===== src/rtl/fsm_seq_param_if.sv =====
// fsm_seq_param_if: control/status bundle for fsm_seq_param (widths follow NUM_STATES/ENCODING)
interface fsm_seq_param_if #(
  parameter int NUM_STATES = 3,
  parameter int ENCODING = 0
);
  localparam int IDXW = NUM_STATES > 2 ? $clog2(NUM_STATES) : 1;
  localparam int SW = ENCODING == 1 ? NUM_STATES : IDXW;
  logic en;
  logic dir;
  logic load;
  logic [IDXW-1:0] load_idx;
  logic [SW-1:0] state_vec;
  logic [IDXW-1:0] state_idx;
  logic q;
  logic wrap;
  logic err;
  modport master(output en, dir, load, load_idx, input state_vec, state_idx, q, wrap, err);
  modport slave(input en, dir, load, load_idx, output state_vec, state_idx, q, wrap, err);
endinterface


===== src/rtl/fsm_seq_param.sv =====
// fsm_seq_param: N-state ring sequencer, binary/one-hot/Gray state register; FSM_DWELL_EN adds a per-state dwell counter
module fsm_seq_param #(
  parameter int NUM_STATES = 3,
  parameter int ENCODING = 0,
  parameter int OUT_STATE = 0,
  parameter int DWELL_CYCLES = 1
) (
  input logic clk,
  input logic reset,
  fsm_seq_param_if.slave bus
);
  localparam int IDXW = NUM_STATES > 2 ? $clog2(NUM_STATES) : 1;
  localparam int SW = ENCODING == 1 ? NUM_STATES : IDXW;
  localparam logic [IDXW:0] NS = (IDXW + 1)'(NUM_STATES);
  localparam logic [IDXW-1:0] LAST = IDXW'(NUM_STATES - 1);
  logic [SW-1:0] sv, sv_n;
  logic [IDXW-1:0] idx, nxt;
  logic valid, load_ok, adv, step, wrap, wrap_n, err;
  function automatic logic [SW-1:0] enc(input logic [IDXW-1:0] i);
    return ENCODING == 1 ? SW'(1) << i : ENCODING == 2 ? SW'(i ^ (i >> 1)) : SW'(i);
  endfunction
  // Decode the register to an index; illegal codes read as index 0 and are flagged invalid
  generate
    if (ENCODING == 1) begin : g_onehot
      always_comb begin
        idx = '0;
        valid = 1'b0;
        for (int i = 0; i < NUM_STATES; i++)
          if (sv == SW'(1) << i) begin
            idx = IDXW'(i);
            valid = 1'b1;
          end
      end
    end else if (ENCODING == 2) begin : g_gray
      logic [IDXW-1:0] b;
      always_comb begin
        b = sv;
        for (int i = IDXW - 2; i >= 0; i--) b[i] = b[i+1] ^ sv[i];
        valid = {1'b0, b} < NS;
        idx = valid ? b : '0;
      end
    end else begin : g_bin
      always_comb begin
        valid = {1'b0, sv} < NS;
        idx = valid ? sv : '0;
      end
    end
  endgenerate
`ifdef FSM_DWELL_EN
  localparam int CW = DWELL_CYCLES > 1 ? $clog2(DWELL_CYCLES) : 1;
  logic [CW-1:0] cnt;
  assign step = cnt == CW'(DWELL_CYCLES - 1);
  always_ff @(posedge clk)
    if (reset || bus.load || adv) cnt <= '0;
    else if (bus.en) cnt <= cnt + 1'b1;
`else
  assign step = DWELL_CYCLES > 0;
`endif
  always_comb begin
    load_ok = {1'b0, bus.load_idx} < NS;
    adv = bus.en & ~bus.load & step;
    nxt = bus.dir ? (idx == '0 ? LAST : idx - 1'b1) : (idx == LAST ? '0 : idx + 1'b1);
    sv_n = bus.load & load_ok ? enc(bus.load_idx) : adv ? enc(nxt) : valid ? sv : enc('0);
    wrap_n = adv & (bus.dir ? idx == '0 : idx == LAST);
  end
  always_ff @(posedge clk) begin
    if (reset) begin
      sv <= enc('0);
      wrap <= 1'b0;
      err <= 1'b0;
    end else begin
      sv <= sv_n;
      wrap <= wrap_n;
      err <= err | (bus.load & ~load_ok);
    end
  end
  assign bus.state_vec = sv;
  assign bus.state_idx = idx;
  assign bus.q = idx == IDXW'(OUT_STATE);
  assign bus.wrap = wrap;
  assign bus.err = err;
endmodule


===== src/flat_wrapper.sv =====
// flat-port wrapper written by rule: the top's interface ports become plain ports
module fsm_seq_param_flat 
#(
  parameter int NUM_STATES = 3,
  parameter int ENCODING = 0,
  parameter int OUT_STATE = 0,
  parameter int DWELL_CYCLES = 1
)
  (clk, reset, bus_en, bus_dir, bus_load, bus_load_idx, bus_state_vec, bus_state_idx, bus_q, bus_wrap, bus_err);
  fsm_seq_param_if #(.NUM_STATES(NUM_STATES), .ENCODING(ENCODING)) bus_i ();
  input logic clk;
  input logic reset;
  input wire logic [$bits(bus_i.en)-1:0] bus_en;
  input wire logic [$bits(bus_i.dir)-1:0] bus_dir;
  input wire logic [$bits(bus_i.load)-1:0] bus_load;
  input wire logic [$bits(bus_i.load_idx)-1:0] bus_load_idx;
  output wire logic [$bits(bus_i.state_vec)-1:0] bus_state_vec;
  output wire logic [$bits(bus_i.state_idx)-1:0] bus_state_idx;
  output wire logic [$bits(bus_i.q)-1:0] bus_q;
  output wire logic [$bits(bus_i.wrap)-1:0] bus_wrap;
  output wire logic [$bits(bus_i.err)-1:0] bus_err;
  assign bus_i.en = bus_en;
  assign bus_i.dir = bus_dir;
  assign bus_i.load = bus_load;
  assign bus_i.load_idx = bus_load_idx;
  assign bus_state_vec = bus_i.state_vec;
  assign bus_state_idx = bus_i.state_idx;
  assign bus_q = bus_i.q;
  assign bus_wrap = bus_i.wrap;
  assign bus_err = bus_i.err;
  fsm_seq_param #(.NUM_STATES(NUM_STATES), .ENCODING(ENCODING), .OUT_STATE(OUT_STATE), .DWELL_CYCLES(DWELL_CYCLES)) u_core (.clk(clk), .reset(reset), .bus(bus_i));
endmodule

===== config.mk =====
export PLATFORM = sky130hd
export DESIGN_NAME = fsm_seq_param_flat
export DESIGN_NICKNAME = d
export VERILOG_FILES = /design/src/rtl/fsm_seq_param_if.sv /design/src/rtl/fsm_seq_param.sv /design/src/flat_wrapper.sv
export SDC_FILE = /design/constraint.sdc
export NUM_CORES = 1
export LEC_CHECK = 0
export BUFFER_PORTS_ARGS = -buffer_cell sky130_fd_sc_hd__clkbuf_2
export CAP_MARGIN = 0
export CORE_AREA = 4 4 41 43
export CTS_CLUSTER_SIZE = 30
export DETAILED_ROUTE_END_ITERATION = 12
export DIE_AREA = 0 0 45 47
export PLACE_DENSITY = 0.46
export SYNTH_ARGS = -nofsm -noshare
export SYNTH_HDL_FRONTEND = slang
export SYNTH_SLANG_ARGS = --single-unit

===== constraint.sdc =====
create_clock -name clk -period 2.5 [get_ports clk]
set_clock_uncertainty 0.2 [all_clocks]
set_input_delay 0.375 -clock clk [delete_from_list [all_inputs] [get_ports clk]]
set_output_delay 0.375 -clock clk [all_outputs]
set_load 0.1 [all_outputs]

== Word-level counts from Yosys, hierarchy flattened ==
Index checks and enable logic that the tools add are counted.
Cells by class
  add/sub/neg operators: 2
  order comparisons: 2
  eq/ne operators: 1
  mux-type cells: 7
  bitwise gates (word level): 7
  reductions and logical operators: 1
Operator list (count)
  2-bit two-way mux: 6
  1-bit AND: 4
  2-bit less-than comparator (second input constant): 2
  2-bit by 1-bit adder with 2-bit output (second input constant): 1
  2-bit == test (second input constant): 1
  2-bit zero test: 1
  1-bit inverter: 2
  2-bit by 1-bit subtractor with 2-bit output (second input constant): 1
  1-bit two-way mux: 1
  1-bit OR: 1
Storage, ports and cells
  bits in registers: 4
  output and inout bits: 7
  word-level logic and storage cells: 23

== Longest topological paths before layout ==
  word-level depth: 7
  gate-level depth with buffers: 5
  depth with buffers taken out: 5

== Worst setup path after synthesis ==
No wires, ideal clock.
  path type: reg2reg
  start: reg u_core.sv[0] (netlist: u_core.bus.state_vec[0])
  end: reg u_core.sv[0] (netlist: u_core.bus.state_vec[0])
  arrival: 2501 ps
  data required time: 2236 ps
  slack: -265 ps
  cell stages (with the launch flop): 6
  period minus slack after synthesis: 2765 ps
  cell sequence: dfxtp_1 > inv_1 > ha_1 > mux2i_1 > or3_1 > nand3_1
Between the ends
  word-level cells in the longest chain between the ends: 7
  elaborated cells between the ends (all ways): 11
RTL lines
  start: declaration: RTL line fsm_seq_param.sv:16  | logic [SW-1:0] sv, sv_n;
  start signal: assignment: RTL line fsm_seq_param.sv:68  | sv <= enc('0);
  start signal: assignment: RTL line fsm_seq_param.sv:72  | sv <= sv_n;
  2-bit less-than comparator: RTL line fsm_seq_param.sv:44  | valid = {1'b0, sv} < NS;
  2-bit two-way mux *
  2-bit zero test *
  via bus_q: RTL line flat_wrapper.sv:19  | output wire logic [$bits(bus_i.q)-1:0] bus_q;
  2-bit two-way mux * (2 in a row): RTL line fsm_seq_param.sv:62  | nxt = bus.dir ? (idx == '0 ? LAST : idx - 1'b1) : (idx == LAST ? '0 : idx + 1'b1);
  2-bit two-way mux * (2 in a row): RTL line fsm_seq_param.sv:63  | sv_n = bus.load & load_ok ? enc(bus.load_idx) : adv ? enc(nxt) : valid ? sv : enc('0);
Mark *: on every way through the listed nets, which the timed path passes. The rest lies on a longest branch.
A chain may end at the register's enable or synchronous reset.

== Worst setup path in the final report ==
  start: reg u_core.sv[0] (netlist: u_core.bus.state_vec[0])
  end: out bus_q
Between the ends
  word-level cells in the longest chain between the ends: 3
RTL lines
  2-bit less-than comparator: RTL line fsm_seq_param.sv:44
  2-bit two-way mux *
  2-bit zero test *: RTL line fsm_seq_param.sv:79  | assign bus.q = idx == IDXW'(OUT_STATE);
  end: declaration: RTL line flat_wrapper.sv:19
Every way passes the cells marked *; elsewhere a longest branch is shown, timed or not.

==> metrics.md <==
| Metric | Value |
|---|---|
| Per-instance average area after synthesis | 9.10 µm² |
| Kind of critical path | flop to output port |
| Area share of the largest cell type after synthesis | 33.9% |
| Number of maximum-capacitance violations | 0 |
| Pin slew with the least headroom to its limit | 0.543 ns |
| Cell at the root of the clock tree | clkbuf_4 |
| Ratio of total power to cell area | 739 nW/µm² |
| Die Height | 47 µm |
| Relative slew margins | 64.0% |
| DIE AREA | 2120 µm² |
| Sort of element at the start of the critical path | flop |
| Cell row count | 13 |
| TritonCTS clock tree | yes |
| Synth Register Bits | 4 |
| Grt ovf | 0 |
| Final wirelength | 597 µm |
| Initial Util | 18.2% |
| Die span in x | 45 µm |
| Worst-case clock buffer depth | 2 |
| Critical path endpoint category | output port |
| Port Buffer Count | 13 |
| Cell types occupying the most area after synthesis | dfxtp_1, mux2i_1, ha_1 |
| TritonCTS Buffers | 3 |
| Detailed-routing iteration count for the pre-antenna-repair pass | 2 |
| Pin count of the biggest net entering global routing | 7 |
| Count of pins over their slew limit | 0 |
| Reg-to-reg slack, setup | 1.05 ns |
| Final worst path period share | 79.9% |
| Routed wirelength normalized by instance count | 10.5 µm |
| Resized Gates After CTS | 0 |
| Hold Fails Final Rpt | 0 |
| Boundary Pins | 14 |
| HPWL after detailed placement | 480 µm |
| Clock slew seen by the registers of the worst setup and hold paths | 0.04 ns |
| Maximum vdd ir drop | 0.238 mV |
| Critical-path cell list | inv_1 -> ha_2 -> clkbuf_2 |
| Placer's final routability congestion estimate | 0.711 |
| Kind of path behind the tightest hold check | input pin to flop |
| Delay of the slowest cell on the worst path | 0.46 ns |
| Required time of the critical path | 1.92 ns |
| Slowest stage cell on the critical path | clkbuf_2 |
| Number of instances in the synthesized netlist | 26 |
| Placeable Area | 1300 µm² |
| Final net count | 53 |
| Cell area after synthesis | 236 µm² |
| Wire length of the first global-routing pass | 1000 µm |
| Post-CTS Hold Buffers | 0 |
| Worst Setup Slack post-DPL | 0.742 ns |
| Clock insertion delay at the later pin of the skew report | 0.23 ns |
| FF-to-FF path depth | 5 |
| Total setup buffers inserted after CTS | 0 |
| Final setup violation count | 0 |
| Count of yosys warnings during synthesis | 0 |
| Mean number of vias per cell | 4.30 |
| H-tree levels | 1 |
| GRT Resource Usage Total | 6.95% |
| Worst Setup Slack, final | 0.503 ns |
| Number of antenna violations at the first check in global routing | 0 |
| Top fanout value on the critical path | 4 |
| Arrival time at the worst endpoint | 1.42 ns |
| Post-DRT Antenna Nets | 0 |
| Area of all placed cells without fillers | 348 µm² |
| Via count of the first global-routing pass | 247 |
| Final std cells w/o fill | 57 |
| DP Area | 325 µm² |
| TritonCTS Sinks | 4 |
| Peak clock frequency supported by timing | 501 MHz |
| # DRC | 0 |
| Via count | 245 |
| Leading area contributor after synthesis | dfxtp_1 |
| Shortest clock period the worst path allows after layout | 2.00 ns |
| Outcome | completed |
| Portion of the post-synthesis area used by sequential elements | 33.9% |
| Setup repair after global routing missed its margin | false |
| Synth Net Count | 35 |
| Area delta synth->final | 47.1% |
| Antenna fix cells | 0 |
| Hold Path Depth | 2 |
| Initial detailed-routing violation count | 1 |
| Leakage power of the design | 0.168 nW |
| Share of layout cells above drive strength 1 | 45.2% |
| Placed Cells | 54 |
| Number of distinct library cells after synthesis | 15 |
## cell families after synthesis
| group | share of synthesized area [%] |
|---|---|
| muxes | 12.7 |
| buffers and inverters | 3.18 |
| AOI/OAI and AO/OA | 8.47 |
| and+or+nand+nor | 31.2 |
| DFF | 33.9 |
| adders and majority gates | 10.6 |
## final timing paths
path,startpoint,endpoint
setup / recovery,u_core.bus.state_vec[0]$_SDFF_PP0_,bus_q
hold / removal,reset,u_core.bus.state_vec[1]$_SDFF_PP0_
hold reg to reg,u_core.bus.err$_SDFF_PP0_,u_core.bus.err$_SDFF_PP0_
setup reg to reg,u_core.bus.state_vec[0]$_SDFF_PP0_,u_core.bus.state_vec[0]$_SDFF_PP0_
## state kept, by name, summed over array words and instances, names as in the netlist
signal / flops
u_core.bus.err: 1
u_core.bus.wrap: 1
u_core.bus.state_vec: 2
## placed cells by master (no fill, tap or decap), drive strengths merged, types with 2 or more instances in the layout
master / netlist / routed
inv: 2 / 2
mux2i: 3 / 3
nand2b: 3 / 3
nand3: 2 / 2
nor2: 3 / 3
clkbuf: 0 / 16
ha: 2 / 2
dfxtp: 4 / 4
## cell usage after synthesis
library cell	n
dfxtp_1	4
mux2i_1	3
nor2_1	3
ha_1	2
inv_1	2
nand2b_1	2
nand3_1	2
a21oi_1	1
a31oi_1	1
a32oi_1	1
nand2b_4	1
nand4b_1	1
nor3_1	1
or2_0	1
or3_1	1
## per-stage QoR
stage	setup TNS (ns)	util [%]	hold WS [ns]	total power [mW]
2_1_floorplan	-0.0240	-	0.244	0.162
3_3_place_gp	0	25.0	0.262	0.180
3_5_place_dp	0	25.0	0.273	0.179
4_1_cts	0	26.7	0.175	0.264
5_1_grt	0	26.7	0.200	0.272
6_report	0	26.7	0.180	0.257
## routing by layer
| layer | wire length (µm) | vias to the layer above | track usage (%) |
|---|---|---|---|
| met2 | 332 | 4 | 11.3 |
| met5 | 0 | - | 0 |
| met1 | 249 | 116 | 6.59 |
| met4 | 0 | 0 | 7.02 |
| met3 | 14 | 0 | 2.68 |
| li1 | - | 125 | - |
## worst max-delay path, delay by kind of cell (launching register included)
family                   cells  cell delay, ns
adder cells (fa/ha/maj)      1            0.34
flip-flops                   1            0.34
buffers and inverters        2            0.51
## layout make-up
class                           instances  area, µm²
Tap cell                               15       18.8
Fill cell                             155        953
Multi-Input combinational cell         20        154
Clock buffer                            3       22.5
Timing Repair Buffer                   13       65.1
Sequential cell                         4       80.1
Inverter                                2       7.51
## power by group
part / total, mW / internal (mW) / switching, mW / leakage [nW]
Combinational: 0.107 / 0.0223 / 0.0849 / 0.121
Sequential: 0.0707 / 0.0682 / 0.00252 / 0.0328
Clock: 0.0792 / 0.0536 / 0.0255 / 0.0138
Total: 0.257 / 0.144 / 0.113 / 0.168
Power figures use the tool's default switching activity.
